File: src/rtl/mdio_pkg.sv
// Shared types and constants for the Clause 22 MDIO management controller.
package mdio_pkg;

    typedef enum logic [2:0] {
        S_RST_HOLD = 3'd0,
        S_RST_WAIT = 3'd1,
        S_IDLE     = 3'd2,
        S_SHIFT    = 3'd3,
        S_GAP      = 3'd4,
        S_RESP     = 3'd5
    } state_t;

    localparam logic [1:0] OP_WRITE  = 2'b01;
    localparam logic [1:0] OP_READ   = 2'b10;
    localparam logic [1:0] ST        = 2'b01;

    localparam logic [5:0] PRE_END   = 6'd31;
    localparam logic [5:0] TA_POS    = 6'd46;
    localparam logic [5:0] DATA_POS  = 6'd48;
    localparam int         FRAME_LEN = 64;

    // Full 64-bit frame, bit 0 of the frame in the MSB. For reads the TA and
    // data fields are never driven (oe low), so they are filled with idle ones.
    function automatic logic [FRAME_LEN-1:0] build_frame(
        input logic        wr,
        input logic [4:0]  phy,
        input logic [4:0]  regad,
        input logic [15:0] wdata
    );
        return {{(int'(PRE_END) + 1){1'b1}},
                ST,
                wr ? OP_WRITE : OP_READ,
                phy,
                regad,
                wr ? 2'b10 : 2'b11,
                wr ? wdata : 16'hFFFF};
    endfunction

endpackage

File: src/rtl/mdio_mdc_gen.sv
// MDC generator: one bit period is MDC_DIV cycles low followed by MDC_DIV
// cycles high. Held in its idle phase (MDC low, counter reloaded) when disabled.
module mdio_mdc_gen #(
    parameter int MDC_DIV = 25
) (
    input  logic i_clk,
    input  logic i_rst,
    input  logic i_en,
    output logic o_mdc,
    output logic o_bit_start,
    output logic o_rise
);

    localparam int CW = $clog2(MDC_DIV);

    logic [CW-1:0] r_cnt;
    logic          r_phase;
    logic          w_tc;

    assign w_tc = (r_cnt == '0);

    // Half-period down-counter; the phase toggles at each terminal count.
    always_ff @(posedge i_clk) begin
        if (i_rst || !i_en) begin
            r_cnt   <= CW'(MDC_DIV - 1);
            r_phase <= 1'b0;
        end else if (w_tc) begin
            r_cnt   <= CW'(MDC_DIV - 1);
            r_phase <= ~r_phase;
        end else begin
            r_cnt <= r_cnt - 1'b1;
        end
    end

    // o_bit_start: last cycle of a bit; MDC falls and the next bit begins at
    // the coming edge. o_rise: last low cycle; MDC rises at the coming edge.
    always_comb begin
        o_mdc       = r_phase;
        o_bit_start = i_en && w_tc && r_phase;
        o_rise      = i_en && w_tc && !r_phase;
    end

endmodule

File: src/rtl/mdio_phy_ctrl.sv
// GMII PHY management: PHY hardware reset sequencing, then single-register
// Clause 22 read/write frames on MDC/MDIO.
//
// state      | meaning
// -----------+------------------------------------------------------------
// RST_HOLD   | gmii_rstn low, counting RST_HOLD cycles
// RST_WAIT   | gmii_rstn high, PHY settling for RST_WAIT cycles
// IDLE       | req_ready high, waiting for a request
// SHIFT      | 64-bit frame on MDIO, one bit per MDC period
// GAP        | one idle bit period after the frame
// RESP       | rsp_valid high until rsp_ready
module mdio_phy_ctrl
    import mdio_pkg::*;
#(
    parameter int MDC_DIV  = 25,
    parameter int RST_HOLD = 1250000,
    parameter int RST_WAIT = 625000
) (
    input  logic        sys125Clk,
    input  logic        sys125Rst,
    input  logic        req_valid,
    output logic        req_ready,
    input  logic        req_write,
    input  logic [4:0]  req_phy,
    input  logic [4:0]  req_reg,
    input  logic [15:0] req_wdata,
    output logic        rsp_valid,
    input  logic        rsp_ready,
    output logic [15:0] rsp_rdata,
    output logic        rsp_err,
    output logic        gmii_rstn,
    output logic        mdio_mdc,
    output logic        mdio_mdd_o,
    output logic        mdio_mdd_oe,
    input  logic        mdio_mdd_i
);

    localparam int RST_MAX = (RST_HOLD > RST_WAIT) ? RST_HOLD : RST_WAIT;
    localparam int RCW     = $clog2(RST_MAX + 1);

    state_t                 r_state;
    state_t                 w_state_nxt;
    logic [RCW-1:0]         r_cnt;
    logic [5:0]             r_bit;
    logic [FRAME_LEN-1:0]   r_frame;
    logic                   r_write;
    logic                   r_mdi_s1;
    logic                   r_mdi_s2;
    logic [15:0]            r_rdata;
    logic                   r_err;

    logic w_mdc;
    logic w_bit_start;
    logic w_rise;
    logic w_shift;
    logic w_accept;
    logic w_cnt_tc;
    logic w_frame_end;

    assign w_shift     = (r_state == S_SHIFT);
    assign w_accept    = req_valid && (r_state == S_IDLE);
    assign w_cnt_tc    = (r_cnt == '0);
    assign w_frame_end = w_bit_start && (r_bit == 6'(FRAME_LEN - 1));

    mdio_mdc_gen #(.MDC_DIV(MDC_DIV)) u_mdc_gen (
        .i_clk       (sys125Clk),
        .i_rst       (sys125Rst),
        .i_en        (w_shift),
        .o_mdc       (w_mdc),
        .o_bit_start (w_bit_start),
        .o_rise      (w_rise)
    );

    // State register.
    always_ff @(posedge sys125Clk) begin
        if (sys125Rst) r_state <= S_RST_HOLD;
        else           r_state <= w_state_nxt;
    end

    // Next-state logic.
    always_comb begin
        w_state_nxt = r_state;
        case (r_state)
            S_RST_HOLD: if (w_cnt_tc)    w_state_nxt = S_RST_WAIT;
            S_RST_WAIT: if (w_cnt_tc)    w_state_nxt = S_IDLE;
            S_IDLE:     if (req_valid)   w_state_nxt = S_SHIFT;
            S_SHIFT:    if (w_frame_end) w_state_nxt = S_GAP;
            S_GAP:      if (w_cnt_tc)    w_state_nxt = S_RESP;
            S_RESP:     if (rsp_ready)   w_state_nxt = S_IDLE;
            default:                     w_state_nxt = S_RST_HOLD;
        endcase
    end

    // Outputs decoded from state; MDIO value comes from the frame shifter.
    always_comb begin
        gmii_rstn   = (r_state != S_RST_HOLD);
        req_ready   = (r_state == S_IDLE);
        rsp_valid   = (r_state == S_RESP);
        mdio_mdc    = w_mdc;
        mdio_mdd_o  = w_shift ? r_frame[FRAME_LEN-1] : 1'b1;
        mdio_mdd_oe = w_shift && (r_write || (r_bit < TA_POS));
        rsp_rdata   = r_rdata;
        rsp_err     = r_err;
    end

    // Shared down-counter: reset hold, reset wait, and the post-frame gap.
    always_ff @(posedge sys125Clk) begin
        if (sys125Rst) begin
            r_cnt <= RCW'(RST_HOLD - 1);
        end else begin
            case (r_state)
                S_RST_HOLD: r_cnt <= w_cnt_tc ? RCW'(RST_WAIT - 1) : r_cnt - 1'b1;
                S_RST_WAIT,
                S_GAP:      if (!w_cnt_tc) r_cnt <= r_cnt - 1'b1;
                S_SHIFT:    if (w_frame_end) r_cnt <= RCW'(2 * MDC_DIV - 1);
                default:    r_cnt <= r_cnt;
            endcase
        end
    end

    // Frame shifter and bit position; both advance at each MDC falling edge.
    always_ff @(posedge sys125Clk) begin
        if (sys125Rst) begin
            r_frame <= '1;
            r_bit   <= '0;
            r_write <= 1'b0;
        end else if (w_accept) begin
            r_frame <= build_frame(req_write, req_phy, req_reg, req_wdata);
            r_bit   <= '0;
            r_write <= req_write;
        end else if (w_bit_start) begin
            r_frame <= {r_frame[FRAME_LEN-2:0], 1'b1};
            r_bit   <= r_bit + 1'b1;
        end
    end

    // Two-flop synchronizer for the asynchronous MDIO pad input.
    always_ff @(posedge sys125Clk) begin
        if (sys125Rst) begin
            r_mdi_s1 <= 1'b1;
            r_mdi_s2 <= 1'b1;
        end else begin
            r_mdi_s1 <= mdio_mdd_i;
            r_mdi_s2 <= r_mdi_s1;
        end
    end

    // Read capture at MDC rise: second TA bit must be 0, then 16 data bits.
    always_ff @(posedge sys125Clk) begin
        if (sys125Rst || w_accept) begin
            r_rdata <= '0;
            r_err   <= 1'b0;
        end else if (w_rise && !r_write) begin
            if (r_bit == TA_POS + 6'd1)
                r_err <= r_mdi_s2;
            else if (r_bit >= DATA_POS)
                r_rdata <= {r_rdata[14:0], r_mdi_s2};
        end
    end

endmodule
File: config.mk
export PLATFORM = sky130hd
export DESIGN_NAME = mdio_phy_ctrl
export DESIGN_NICKNAME = d
export VERILOG_FILES = /design/src/rtl/mdio_pkg.sv /design/src/rtl/mdio_mdc_gen.sv /design/src/rtl/mdio_phy_ctrl.sv
export SDC_FILE = /design/constraint.sdc
export NUM_CORES = 1
export LEC_CHECK = 0
export ABC_AREA = 1
export BUFFER_PORTS_ARGS = -buffer_cell sky130_fd_sc_hd__buf_2
export CAP_MARGIN = 10
export CORE_MARGIN = 5
export CORE_UTILIZATION = 44
export CTS_BUF_LIST = sky130_fd_sc_hd__clkbuf_8 sky130_fd_sc_hd__clkbuf_16
export DETAILED_ROUTE_END_ITERATION = 16
export HOLD_SLACK_MARGIN = 0.08
export PLACE_DENSITY = 0.71
export SETUP_SLACK_MARGIN = 0.05
export SYNTH_ARGS = -nofsm -noshare
export SYNTH_HDL_FRONTEND = slang
export SYNTH_HIERARCHICAL = 1
export SYNTH_SLANG_ARGS = --single-unit
File: constraint.sdc
create_clock -name sys125Clk -period 6.75 [get_ports sys125Clk]
set_input_delay 1.0125 -clock sys125Clk [delete_from_list [all_inputs] [get_ports sys125Clk]]
set_output_delay 1.0125 -clock sys125Clk [all_outputs]
set_load 0.05 [all_outputs]
==> flow_summary.ini <==
[synth]
yosysUniqueCellTypes = 41
synth-seq-cells = 120
synth_edf_count = 0
synthesis.instances = 731
yosysTopAreaCellShare_pct = 45.3
ys.flop_type = dfxtp_1
ys_seq_area_share_pct = 45.3
synth_area_leader_cell = dfxtp_1
ys_top_cells_by_count = 230 x nand2_1, 120 x dfxtp_1, 111 x nand3_1
syn_area_um2 = 5310
synth_area_per_cell_um2 = 7.26
synth_warnings = 6
ys_top_cells_by_area = dfxtp_1 45%, nand2_1 16%, nand3_1 10%, a21oi_1 4.1%, nor2_1 3.8%
syn_nets = 768
async_flop_share_pct = 0
yosysMostFrequentCell = nand2_1

[grt]
grt_max_degree = 42
grt-ovfl-total = 0
antenna_found_initial = 0
grt_usage_pct = 17.1
grt_pass1_vias = 4423
grt_pass1_wl_um = 20200

[clocking]
cts.clk_slew.worst_paths_ns = 0.05
cts_buffer_depth = 2
postCtsResizedCells = 0
post_cts_buffers = 0
cts_sinks = 120
clk_latency_ns = 0.41
cts_buffers = 17
hold_buffers = 0
cts_tree = yes
cts_root_buffer = clkbuf_16
h-tree-depth = 4

[layout]
fillers = 1157
drive_above_1_share_pct = 16.2
antenna_cells = 0
fin_area_um2 = 6280
fin_cells = 935
final_nets = 812
syn_to_final_growth_pct = 18.3

[die]
die_w_um = 120
start_util_pct = 44.6
io-pin-count = 55
num_rows = 40
core_area_um2 = 11900
dieArea_um2 = 14400
die_y_um = 120

[placement]
placed_cell_area_um2 = 5630
port_buffers = 54
pre_cts_slack_ns = 3.03
dp_cells = 903
place.gp.congestion = 0.854
dp_hpwl_um = 7750

[timing]
setup_slack_ns = 3.04
setup_tns_ns = 0
max_freq_mhz = 269
min_period_ns = 3.71
fin_crit_sh_pct = 55.0
setup_violations = 0
slew_violations = 0
final-hold-violation-count = 0
rsz0062_at_grt = false
finClkSkew_ns = 0.00742
worst_pin_slew_ns = 1.15
slew-limit-headroom_pct = 23.4

[setup_path]
cp.arrival_ns = 4.06
required_ns = 7.09
rrSetupSlack_ns = 3.04
start_kind = flop
cp-end-kind = flop
criticalPathCategory = reg -> reg
reg2reg_from = u_mdc_gen/r_cnt[0]
worstPathMaxFanout = 41
r2r_cells = 11
timing.rr.end = r_frame[1]

[flow_run]
maxCapViolations = 0

[power_and_ir_drop]
p_per_area_nw_per_um2 = 335
power_mw = 2.10
power_leakage_nw = 2.82
ir_drop_v = 0.000216

[routing]
routed_wl_um = 11700
vias = 4720
antenna_left = 0
wl_per_cell_um = 12.5
drc = 0
drt_iter0_drc = 344
viasPerCell = 5.05
first_pass_iters = 7

[run_status]
status = completed

[worst_hold_path]
holdPathEnd = u_mdc_gen/r_cnt[0]
hold_class = reg -> reg
hold_depth = 1
hp-start = u_mdc_gen/r_cnt[0]
==> layer usage <==
layer,routed length [um],track usage [%],vias to the layer above
met5,0,0,-
met4,154,6.23,0
met3,518,5.18,12
met2,5230,27.4,96
met1,5770,21.9,2138
li1,-,-,2474
==> kinds of logic after synthesis <==
group	count (synthesis)	share of synthesized area, %
simple gates	436	37.0
flops	120	45.3
compound gates	84	8.67
buf+inv	77	6.39
xor+xnor	9	1.48
fa+ha+maj	5	1.18
==> cell type report <==
class,count,area (um^2),area share (%)
multi-input combinational,534,2570,41.0
sequential,120,2400,38.3
clock buffer,19,453,7.21
timing repair buffer,55,278,4.42
clock inverter,13,200,3.19
inverter,47,186,2.97
tap,147,184,2.93
==> stage by stage <==
stage                     hold WS (ns)  utilization, %
final                            0.411            52.7
after global routing             0.424            52.7
after CTS                        0.412            52.7
after detailed placement         0.405            47.2
after global placement           0.400            47.2
after floorplan                  0.389               -
==> worst max path at each step <==
| stage | start | endpoint | slack (ns) |
|---|---|---|---|
| floorplan | r_state[1] | mdio_mdd_oe | 4.27 |
| global placement | u_mdc_gen/r_cnt[0] | r_frame[24] | 3.07 |
| detailed placement | u_mdc_gen/r_cnt[0] | r_frame[19] | 3.03 |
| CTS | u_mdc_gen/r_cnt[0] | r_frame[1] | 3.01 |
| global route | u_mdc_gen/r_cnt[0] | r_frame[19] | 2.51 |
| finish | u_mdc_gen/r_cnt[0] | r_frame[1] | 3.04 |
==> critical path, stage by stage (launching register included) <==
cell	delay [ns]
dfxtp_1	0.30
inv_1	0.11
ha_1	0.16
inv_1	0.04
nor2_2	0.18
nand3_2	0.11
nor2_2	0.09
buf_4	0.37
clkinv_1	0.81
nor2_2	1.16
nand2_1	0.14
nand3_1	0.14
==> layout by cell type, fill, tap and decap left out, drive strengths merged, types with 3 or more instances in the layout <==
| master | synthesis | routed |
|---|---|---|
| o21ai | 31 | 31 |
| nor3 | 5 | 5 |
| clkbuf | 14 | 19 |
| nand3 | 114 | 114 |
| a21oi | 47 | 47 |
| inv | 43 | 45 |
| ha | 5 | 5 |
| nor2 | 66 | 66 |
| dfxtp | 120 | 120 |
| buf | 16 | 55 |
| bufinv | 0 | 5 |
| nand3b | 4 | 4 |
| nand2 | 236 | 236 |
| clkinv | 4 | 7 |
| or2 | 4 | 4 |
| nand4 | 5 | 5 |
| clkinvlp | 0 | 3 |
| xor2 | 7 | 7 |
==> registers in the layout, summed over array words and instances (netlist names) <==
signal	flops
u_mdc_gen/o_mdc	1
rsp_rdata	16
r_frame	64
rsp_err	1
r_mdi_s2	1
r_cnt	21
r_bit	6
r_state	3
u_mdc_gen/r_cnt	5
r_mdi_s1	1
r_write	1
==> where the power goes <==
part | internal, mW | switching (mW) | leakage (nW)
clock network | 0.672 | 0.317 | 0.317
registers | 0.765 | 0.0478 | 0.972
logic | 0.0963 | 0.204 | 1.54
total | 1.53 | 0.569 | 2.82
Note: power is estimated with default switching activity, not from simulation.
